--- config.mk ---
export PLATFORM = sky130hd
export DESIGN_NAME = otter_io_harness
export DESIGN_NICKNAME = d
export VERILOG_FILES = /design/src/rtl/otter_io_harness.sv
export SDC_FILE = /design/constraint.sdc
export NUM_CORES = 1
export LEC_CHECK = 0
export ABC_AREA = 1
export CORE_ASPECT_RATIO = 0.7
export CORE_UTILIZATION = 38
export CTS_CLUSTER_SIZE = 12
export DETAILED_ROUTE_END_ITERATION = 8
export GPL_TIMING_DRIVEN = 0
export PLACE_DENSITY = 0.62
export SLEW_MARGIN = 15
export SYNTH_ARGS = -nofsm -noshare
export SYNTH_HDL_FRONTEND = slang
export SYNTH_SLANG_ARGS = --single-unit
--- constraint.sdc ---
create_clock -name CLK -period 9.11 [get_ports CLK]
set_input_delay 2.733 -clock CLK [delete_from_list [all_inputs] [get_ports CLK]]
set_output_delay 2.733 -clock CLK [all_outputs]
set_load 0.02 [all_outputs]
--- src/rtl/otter_io_harness.sv ---
// otter_io_harness: IOBUS harness for OTTER_MCU -- reset stretcher, memory-mapped
// word channels and a first-word-fall-through log of every accepted MCU write.
module otter_io_harness #(
  parameter int unsigned NUM_CH     = 4,
  parameter logic [31:0] BASE_ADDR  = 32'h1100_0000,
  parameter int unsigned RST_CYCLES = 3,
  parameter int unsigned LOG_DEPTH  = 8
) (
  input  logic                           CLK,
  input  logic                           RST,
  output logic                           MCU_RST,
  input  logic [31:0]                    IOBUS_ADDR,
  input  logic [31:0]                    IOBUS_OUT,
  input  logic                           IOBUS_WR,
  output logic [31:0]                    IOBUS_IN,
  input  logic [32*NUM_CH-1:0]           CH_IN,
  output logic [32*NUM_CH-1:0]           CH_OUT,
  input  logic                           LOG_RD,
  output logic                           LOG_VALID,
  output logic [31:0]                    LOG_ADDR,
  output logic [31:0]                    LOG_DATA,
  output logic [$clog2(LOG_DEPTH+1)-1:0] LOG_COUNT,
  output logic                           LOG_OVF
);
  localparam int unsigned RC_W  = $clog2(RST_CYCLES + 1);
  localparam int unsigned PTR_W = $clog2(LOG_DEPTH);
  localparam int unsigned CNT_W = $clog2(LOG_DEPTH + 1);

  typedef enum logic {HOLD = 1'b0, RUN = 1'b1} state_t;

  state_t            state_q;
  logic [RC_W-1:0]   rc_q;
  logic              mcu_rst_q;

  // Reset stretcher: MCU_RST stays high RST_CYCLES cycles past the last RST edge.
  always_ff @(posedge CLK) begin
    if (RST) begin
      state_q   <= HOLD;
      rc_q      <= '0;
      mcu_rst_q <= 1'b1;
    end else begin
      case (state_q)
        HOLD: begin
          if (rc_q == RC_W'(RST_CYCLES - 1)) begin
            state_q   <= RUN;
            mcu_rst_q <= 1'b0;
          end else begin
            rc_q <= rc_q + RC_W'(1);
          end
        end
        RUN: mcu_rst_q <= 1'b0;
        default: begin
          state_q   <= HOLD;
          mcu_rst_q <= 1'b1;
        end
      endcase
    end
  end

  assign MCU_RST = mcu_rst_q;

  // Address decode; addresses below BASE_ADDR wrap high and miss.
  logic [29:0] word_idx_c;
  logic        hit_c;

  assign word_idx_c = 30'((IOBUS_ADDR - BASE_ADDR) >> 2);
  assign hit_c      = (IOBUS_ADDR[1:0] == 2'b00) && (word_idx_c < 30'(NUM_CH));

  always_comb begin
    IOBUS_IN = '0;
    for (int unsigned k = 0; k < NUM_CH; k++) begin
      if (hit_c && (word_idx_c == 30'(k))) IOBUS_IN = CH_IN[32*k +: 32];
    end
  end

  logic [32*NUM_CH-1:0] ch_out_q;

  always_ff @(posedge CLK) begin
    if (RST) begin
      ch_out_q <= '0;
    end else if (IOBUS_WR && !mcu_rst_q && hit_c) begin
      for (int unsigned k = 0; k < NUM_CH; k++) begin
        if (word_idx_c == 30'(k)) ch_out_q[32*k +: 32] <= IOBUS_OUT;
      end
    end
  end

  assign CH_OUT = ch_out_q;

  // Write log FIFO; a push into a full log is stored only when a pop frees the slot.
  logic [31:0]      log_addr_q [LOG_DEPTH];
  logic [31:0]      log_data_q [LOG_DEPTH];
  logic [PTR_W-1:0] wr_ptr_q, wr_ptr_d;
  logic [PTR_W-1:0] rd_ptr_q, rd_ptr_d;
  logic [CNT_W-1:0] cnt_q, cnt_d;
  logic             ovf_q, ovf_d;
  logic             push_c, pop_c, full_c, store_c;

  always_comb begin
    push_c   = IOBUS_WR && !mcu_rst_q;
    pop_c    = LOG_RD && (cnt_q != '0);
    full_c   = (cnt_q == CNT_W'(LOG_DEPTH));
    store_c  = push_c && (!full_c || pop_c);
    wr_ptr_d = wr_ptr_q;
    rd_ptr_d = rd_ptr_q;
    cnt_d    = cnt_q;
    ovf_d    = ovf_q || (push_c && !store_c);
    if (store_c) wr_ptr_d = wr_ptr_q + PTR_W'(1);
    if (pop_c)   rd_ptr_d = rd_ptr_q + PTR_W'(1);
    if (store_c && !pop_c)      cnt_d = cnt_q + CNT_W'(1);
    else if (pop_c && !store_c) cnt_d = cnt_q - CNT_W'(1);
  end

  always_ff @(posedge CLK) begin
    if (RST) begin
      wr_ptr_q <= '0;
      rd_ptr_q <= '0;
      cnt_q    <= '0;
      ovf_q    <= 1'b0;
    end else begin
      wr_ptr_q <= wr_ptr_d;
      rd_ptr_q <= rd_ptr_d;
      cnt_q    <= cnt_d;
      ovf_q    <= ovf_d;
    end
  end

  always_ff @(posedge CLK) begin
    if (store_c) begin
      log_addr_q[wr_ptr_q] <= IOBUS_ADDR;
      log_data_q[wr_ptr_q] <= IOBUS_OUT;
    end
  end

  assign LOG_VALID = (cnt_q != '0);
  assign LOG_ADDR  = log_addr_q[rd_ptr_q];
  assign LOG_DATA  = log_data_q[rd_ptr_q];
  assign LOG_COUNT = cnt_q;
  assign LOG_OVF   = ovf_q;

endmodule

# Word-level counts from Yosys, hierarchy flattened
# Memory sizes are Yosys's and may differ from the RTL's. A register that Yosys moved wholly into a read port is not among the register bits.
# Cells that the tools add are included.
# totals
reg_bits	143
ram_bits	512
inputBits	196
out_inout_bits	231
word_cells	71
n_memories	2
# op_classes
add_sub_neg	6
n_lt_le_gt_ge	1
n_eq_ne	6
mux	16
n_bitwise	2
reduce_logical	27
# mem_list
memory	depth	width	rd	rd_ports_with_merged_regs	write_ports	line_no	source
log_addr_q	8	32	1	1	1	91	logic [31:0] log_addr_q [LOG_DEPTH];
log_data_q	8	32	1	1	1	92	logic [31:0] log_data_q [LOG_DEPTH];
# ops
operator	n
2-to-1 mux 32 bit	4
== test 30 x 2 -> 1 bit, second input constant	2
subtractor 32 x 29 -> 32 bit, second input constant	1
== test 30 x 1 -> 1 bit, second input constant	1
zero test 30 bit	1
< comparator 30 x 3 -> 1 bit, second input constant	1
logical AND 1 bit	12
2-to-1 mux 3 bit	4
AND reduction 2 bit	5
2-to-1 mux 4 bit	2
adder 3 x 1 -> 3 bit, second input constant	2
2-to-1 mux 1 bit	5
adder 4 x 1 -> 4 bit, second input constant	1
== test 4 bit, second input constant	1
zero test 1 bit	4
nonzero test 4 bit	1
subtractor 4 x 1 -> 4 bit, second input constant	1
adder 2 x 1 -> 2 bit, second input constant	1
== test 2 bit, second input constant	1
zero test 2 bit	1
logical OR 1 bit	2
inequality test 2 bit, second input constant	1
NOT 1 bit	2
case mux 1 bit (2 select lines)	1
nonzero test 2 bit	1

# Logic depth before layout (Yosys ltp)
# Gate-level depths: netlist (run 1).
# depth
word_depth	8
ltp_mapped	15
depth_no_buf	15

# Worst setup path before layout (run 1)
# No wires, ideal clock.
# synth_path
path_type	input port to output port
start	input port IOBUS_ADDR[7]
end	output port IOBUS_IN[26]
t_arrival_ps	4137
required_ps	6377
slack_ps	2240
cell_stages	10
cell_sequence	nor2_1 nand2_1 nor2_1 nand2_1 nor2_4 clkbuf_1 nand3_1 nand2_1 inv_1 a21oi_1
# synth_between
elab_chain_len	8
elab_cells_between_ends	15
classes_between	add/sub: 1; order compare: 1; eq/ne: 3; mux: 4; reduce/logical: 6
# synth_lines
element	line_no	source
start, declared	12	input logic [31:0] IOBUS_ADDR,
subtractor 32 x 29 -> 32 bit *	66	assign word_idx_c = 30'((IOBUS_ADDR - BASE_ADDR) >> 2);
< comparator 30 x 3 -> 1 bit	67	assign hit_c = (IOBUS_ADDR[1:0] == 2'b00) && (word_idx_c < 30'(NUM_CH));
logical AND 1 bit	67	
logical AND 1 bit	72	if (hit_c && (word_idx_c == 30'(k))) IOBUS_IN = CH_IN[32*k +: 32];
2-to-1 mux 32 bit (3 in series)	72	
2-to-1 mux 32 bit *	72	
end, declared	15	output logic [31:0] IOBUS_IN,
# Mark *: on every way between the ends. The rest lies on a longest branch, timed or not.

# Final worst setup path (run 1)
# layout_path
start	input port IOBUS_ADDR[24]
end	output port IOBUS_IN[2]
# Same word-level chain as after synthesis.

==> results.toml, run 1 <==
[outcome]
status = "finished clean"

[floorplan]
die_w_um = 317
die-area_um2 = 70400
num_io_pins = 427
core-area_um2 = 68400
start_util_pct = 38.5
rows = 80
die_h_um = 222

[synth]
yosys_warnings = 0
synth-seq-area-share_pct = 69.5
synth_nets = 2661
ys_ff_latch = 658
yosys.area.top_type = "edfxtp_1"
ys_top_cells_by_area = "edfxtp_1 58%, dfxtp_1 11%, nor2_1 10%"
synth_cell_types = 27
ys.flop_type = "edfxtp_1"
avgSynthCellArea_um2 = 10.7
synthCells = 2458
yosysMostFrequentCell = "nor2_1"
netlist_area_um2 = 26300
netlist_top_cells_count = "715 x nor2_1, 512 x edfxtp_1, 372 x o21ai_0, 146 x dfxtp_1, 129 x nand2_1"
synth_edf_count = 512
ys_async_sr_fraction_pct = 0
yosysTopAreaCellShare_pct = 58.4

[grt]
grt_max_degree = 25
grt_antenna_before_repair = 1
grt_first_pass_wirelength_um = 124000
grt_pass1_vias = 20100
grt_overflow_total = 0
grt_usage_pct = 23.6

[critical_path]
critPathMaxFanout = 10
regToRegEndpoint = "log_data_q[1][5]"
end_kind = "output pin"
cp-start-kind = "primary input"
cp.arrival_ns = 6.30
rrSetupSlack_ns = 6.34
criticalPathCategory = "in2out"
reg2reg_from = "LOG_COUNT[1]"
r2r_cells = 9
required_ns = 6.38

[drt]
drtAntennaViolNets = 0
drt-vias-per-instance = 5.28
num_vias = 20700
first_pass_iters = 7
wirelength_um = 84900
drt-initial-drc-count = 1808
routedWlPerCell_um = 21.7
drc = 0

[power_and_ir_drop]
p_per_area_nw_per_um2 = 235
ir_worst_vdd_uv = 121
power_mw = 8.04
p_leak_nw = 11.9

[timing]
slew_violations = 0
max_freq_ghz = 0.111
grt_setup_unrepaired = "false"
tightest_slew_ns = 0.866
fin_hold_ws_ns = 0.463
slew-limit-headroom_pct = 42.1
min_period_ns = 9.03
hold_viol_final = 0
finalCritPeriodShare_pct = 99.2
setup_violations = 0
fin_worst_skew_ns = 0.0206

[clocking]
cts_made_buffers = 67
clock_sinks = 658
cts_tree = "yes"
clockBufferDepth = 3
clkLatencyLatePin_ns = 0.59
clk_pin_slew_worst_paths_ns = 0.06
cts_setup_buffers = 0
cts_max_level = 3
cts-root-buf = "clkbuf_16"

[layout]
drive_gt1_share_pct = 5.08
fin_util_pct = 50.0
area_growth_pct = 29.9
layout.nets = 3178
fin_cells = 3913

[flow_run]
maxCapViolCount = 0

[place]
port_buffers = 425
dp.cells = 3808
dp_hpwl_um = 59500
place_congestion = 0.886

[min_path]
whs_endpoint = "CH_OUT[118]"
hp-class = "reg2reg"
hp-start = "CH_OUT[118]"
hold_path_depth = 2
flip-flops by register name, indices dropped and copies added (netlist names), named ones only:
signal	cells
CH_OUT	128
LOG_COUNT	4
LOG_OVF	1
MCU_RST	1
log_addr_q	256
log_data_q	256
rc_q	2
rd_ptr_q	3
state_q	1
wr_ptr_q	3
routing by layer:
layer / up-vias / routed length (µm) / part of all wire (%) / GRT usage [%]
met2: 871 / 38400 / 45 / 36.8
li1: 9628 / - / - / -
met4: 0 / 2100 / 2.5 / 6.81
met1: 10000 / 37100 / 44 / 32.7
met3: 124 / 7350 / 8.7 / 5.71
met5: - / 0 / 0 / 0
worst max-delay path, cell delays in order:
cell	delay, ns
clkdlybuf4s50_1	0.69
inv_1	0.08
nor2_1	0.24
nand2_1	0.11
nor2_1	0.12
nand2_1	0.18
nor2_4	0.33
clkbuf_1	0.60
nand3_1	0.29
nand3_1	0.19
nand2_1	0.06
nand2_1	0.05
clkdlybuf4s50_1	0.60
what timing repair did:
item,CTS,global route
resized for setup,1,0
hold endpoints to repair,0,0
setup endpoints to repair,1,3
pin swaps,0,1
hold buffers,0,0
stage by stage:
stage / worst slack [ns] / area [µm²] / setup TNS, ns
after floorplan: 2.24 / 26300 / 0
after global placement: -0.602 / 31700 / -225.44
after detailed placement: -0.00989 / 32300 / -0.00989
after CTS: 0.124 / 34200 / 0
after global routing: 0.0118 / 34200 / 0
final: 0.0766 / 34200 / 0
cells by family after synthesis:
logic type / after synthesis / synth area share, %
buffers and inverters: 266 / 3.94
DFF: 658 / 69.5
and+or+nand+nor: 959 / 14.5
xor gates and xnor gates: 1 / 0.0333
adders and majority gates: 7 / 0.361
AOI/OAI and AO/OA: 567 / 11.7
cell usage in the layout (no fill, tap or decap), types with 9 or more instances in the layout:
cell and instances:
a211oi_1 32, o21ai_0 372, nand2_1 129, buf_1 17, buf_16 9, o22ai_1 64, nand3_1 73, buf_2 31
dfxtp_1 146, nor2_4 11, a31oi_1 64, nand4_1 30, o21ai_1 20, a21oi_1 15, clkbuf_16 68, nor2_1 707
clkbuf_1 141, clkdlybuf4s50_1 425, edfxtp_1 512, inv_1 97, buf_12 14
power breakdown:
part | internal, mW | switching, mW | total [mW]
clock | 1.40 | 1.10 | 2.50
sequential | 3.32 | 0.0309 | 3.35
combinational | 0.777 | 1.42 | 2.19
total | 5.49 | 2.55 | 8.04
worst max-delay path by stage:
| stage | startpoint | end | slack [ns] |
|---|---|---|---|
| floorplan | IOBUS_ADDR[7] | IOBUS_IN[26] | 2.24 |
| global placement | IOBUS_WR | log_data_q[4][5] | -0.60 |
| detailed placement | IOBUS_ADDR[12] | IOBUS_IN[2] | -0.01 |
| CTS | IOBUS_ADDR[24] | IOBUS_IN[2] | 0.12 |
| global route | IOBUS_ADDR[24] | IOBUS_IN[27] | 0.01 |
| finish | IOBUS_ADDR[24] | IOBUS_IN[2] | 0.08 |
final cells by class:
class	instances	area (µm²)
Fill cell	5976	34200
Sequential cell	658	18300
Multi-Input combinational cell	1534	7060
Timing Repair Buffer	448	4780
Clock buffer	93	1800
Tap cell	902	1130
Buffer	165	659
Inverter	101	379
Clock inverter	10	92.6
Antenna cell	2	5.00
(Power assumes the default switching activity.)
==> run 2: changes to the inputs <==
CELL_PAD_IN_SITES_DETAIL_PLACEMENT = 1   (was not set)
CELL_PAD_IN_SITES_GLOBAL_PLACEMENT = 1   (was not set)
PLACE_DENSITY = 0.75   (was 0.62)
==> run 2 against run 1 <==
Sequential power barely moved. Design area increased by 0.56%. Fmax up 2.2%. First-iteration DRC count fell by 11%.
==> results.toml, run 2 (synthesized netlist as in run 1, its figures left out) <==
[outcome]
status = "finished clean"

[floorplan]
rows = 80
num_io_pins = 427
core-area_um2 = 68400
die_w_um = 317
die-area_um2 = 70400
start_util_pct = 38.5
die_h_um = 222

[grt]
grt_usage_pct = 26.2
grt_first_pass_wirelength_um = 138000
grt_pass1_vias = 22500
grt_max_degree = 24
grt_antenna_before_repair = 2
grt_overflow_total = 0

[timing]
tns_ns = 0
fin_hold_ws_ns = 0.466
slew-limit-headroom_pct = 43.9
slew_violations = 0
finalCritPeriodShare_pct = 97.1
fin_worst_skew_ns = 0.0269
min_period_ns = 8.84
tightest_slew_ns = 0.841
hold_viol_final = 0
max_freq_ghz = 0.113
setup_violations = 0
grt_setup_unrepaired = "false"
fin_ws_ns = 0.267

[critical_path]
path_buf_inv = 6
required_ns = 6.38
cp.arrival_ns = 6.11
end_kind = "output pin"
reg2reg_from = "LOG_COUNT[1]"
criticalPathCategory = "in2out"
critPathMaxFanout = 10
worstSetupStartpoint = "IOBUS_ADDR[5]"
slowest_delay_ns = 0.64
crit_family = "buffers and inverters"
critPathSlowestCell = "clkdlybuf4s50_1"
worstPathCellList = "clkdlybuf4s50_1 -> nor2_2 -> inv_2 -> nor2_1 -> nand2_1 -> nor2_4 -> nand2_2 -> inv_1 -> buf_2 -> buf_2 -> nand2_1 -> nand2_1 -> clkdlybuf4s50_1"
cp-start-kind = "primary input"
cpMostUsedCell = "nand2_1"

[drt]
num_vias = 21300
routedWlPerCell_um = 23.8
drt-vias-per-instance = 5.42
drt-initial-drc-count = 1614
wirelength_um = 93400
drtAntennaViolNets = 0
drc = 0
first_pass_iters = 5

[layout]
regArea_um2 = 18300
fill_cells = 7328
final_cell_mix = "707 x nor2_1, 512 x edfxtp_1, 425 x clkdlybuf4s50_1, 372 x o21ai_0, 146 x dfxtp_1"
area_growth_pct = 30.6
fin_util_pct = 50.3
drive_gt1_share_pct = 5.34
layout_commonest_cell = "nor2_1"
multi_input_area_um2 = 7060
layout.nets = 3180
fin_area_um2 = 34400

[power_and_ir_drop]
p_leak_nw = 12.0
p_sw_share_pct = 32.7
power.share.sequential_pct = 40.7
p_per_area_nw_per_um2 = 240
power_frac_clock_pct = 31.7
ir_worst_vdd_uv = 135
power_frac_comb_pct = 27.6
switching_power_mw = 2.70
intPower_mw = 5.55

[place]
dpl_cell_area_um2 = 32400
port_buffers = 425
place_congestion = 0.841
dp_hpwl_um = 66500
pre_cts_slack_ns = 0.281

[clocking]
clk_pin_slew_worst_paths_ns = 0.07
clock_sinks = 658
cts_made_buffers = 68
cts_tree = "yes"
cts_max_level = 3
cts-root-buf = "clkbuf_16"
clockBufferDepth = 3
cts_resized = 0
clkLatencyLatePin_ns = 0.63
cts_hold_buffers = 0
cts_setup_buffers = 0

[min_path]
hp-class = "reg2reg"
hp-start = "CH_OUT[104]"

[flow_run]
maxCapViolCount = 0
==> run 2: worst paths after layout <==
path / endpoint / slack, ns / cells after the start
hold / removal: CH_OUT[104] / 0.47 / 2
setup / recovery: IOBUS_IN[29] / 0.27 / 13
setup reg to reg: log_data_q[2][4] / 6.25 / 9
hold reg to reg: CH_OUT[104] / 0.47 / 2
==> run 2: metal layers <==
metal  wire length [µm]  part of all wire, %  up-vias  GRT usage [%]
met2              43400                   46      822           41.7
met5                  0                    0        -              0
met1              40100                   43    10700           35.3
li1                   -                    -     9630              -
met4               2310                  2.5        0           7.82
met3               7690                  8.2      138           6.45
==> run 2: power groups by stage <==
stage	registers, mW	logic [mW]	clock network [mW]
2_1_floorplan	3.42	1.14	0
3_3_place_gp	3.42	2.15	0
3_5_place_dp	3.42	2.26	0
4_1_cts	3.35	2.28	2.66
5_1_grt	3.36	2.44	2.76
6_report	3.35	2.27	2.62
==> run 2: layout make-up <==
type / instances / share of cell area [%]
antenna: 3 / 0.0218
buffer: 165 / 1.91
clock buffer: 91 / 5.32
clock inverter: 16 / 0.517
inverter: 101 / 1.10
multi-input combinational: 1534 / 20.5
sequential: 658 / 53.2
tap: 902 / 3.28
timing repair buffer: 449 / 14.1
==> run 2: stage by stage <==
stage | instances | total power, mW
global placement | 3785 | 5.58
floorplan | 2458 | 4.56
finish | 3919 | 8.25
CTS | 3916 | 8.29
detailed placement | 3809 | 5.68
global route | 3918 | 8.56
==> run 2: tightest hold or removal path, delay by kind of cell (launching register included) <==
kind	cells	cell delay [ns]
flops	1	0.31
compound gates	1	0.06
buf+inv	1	0.05
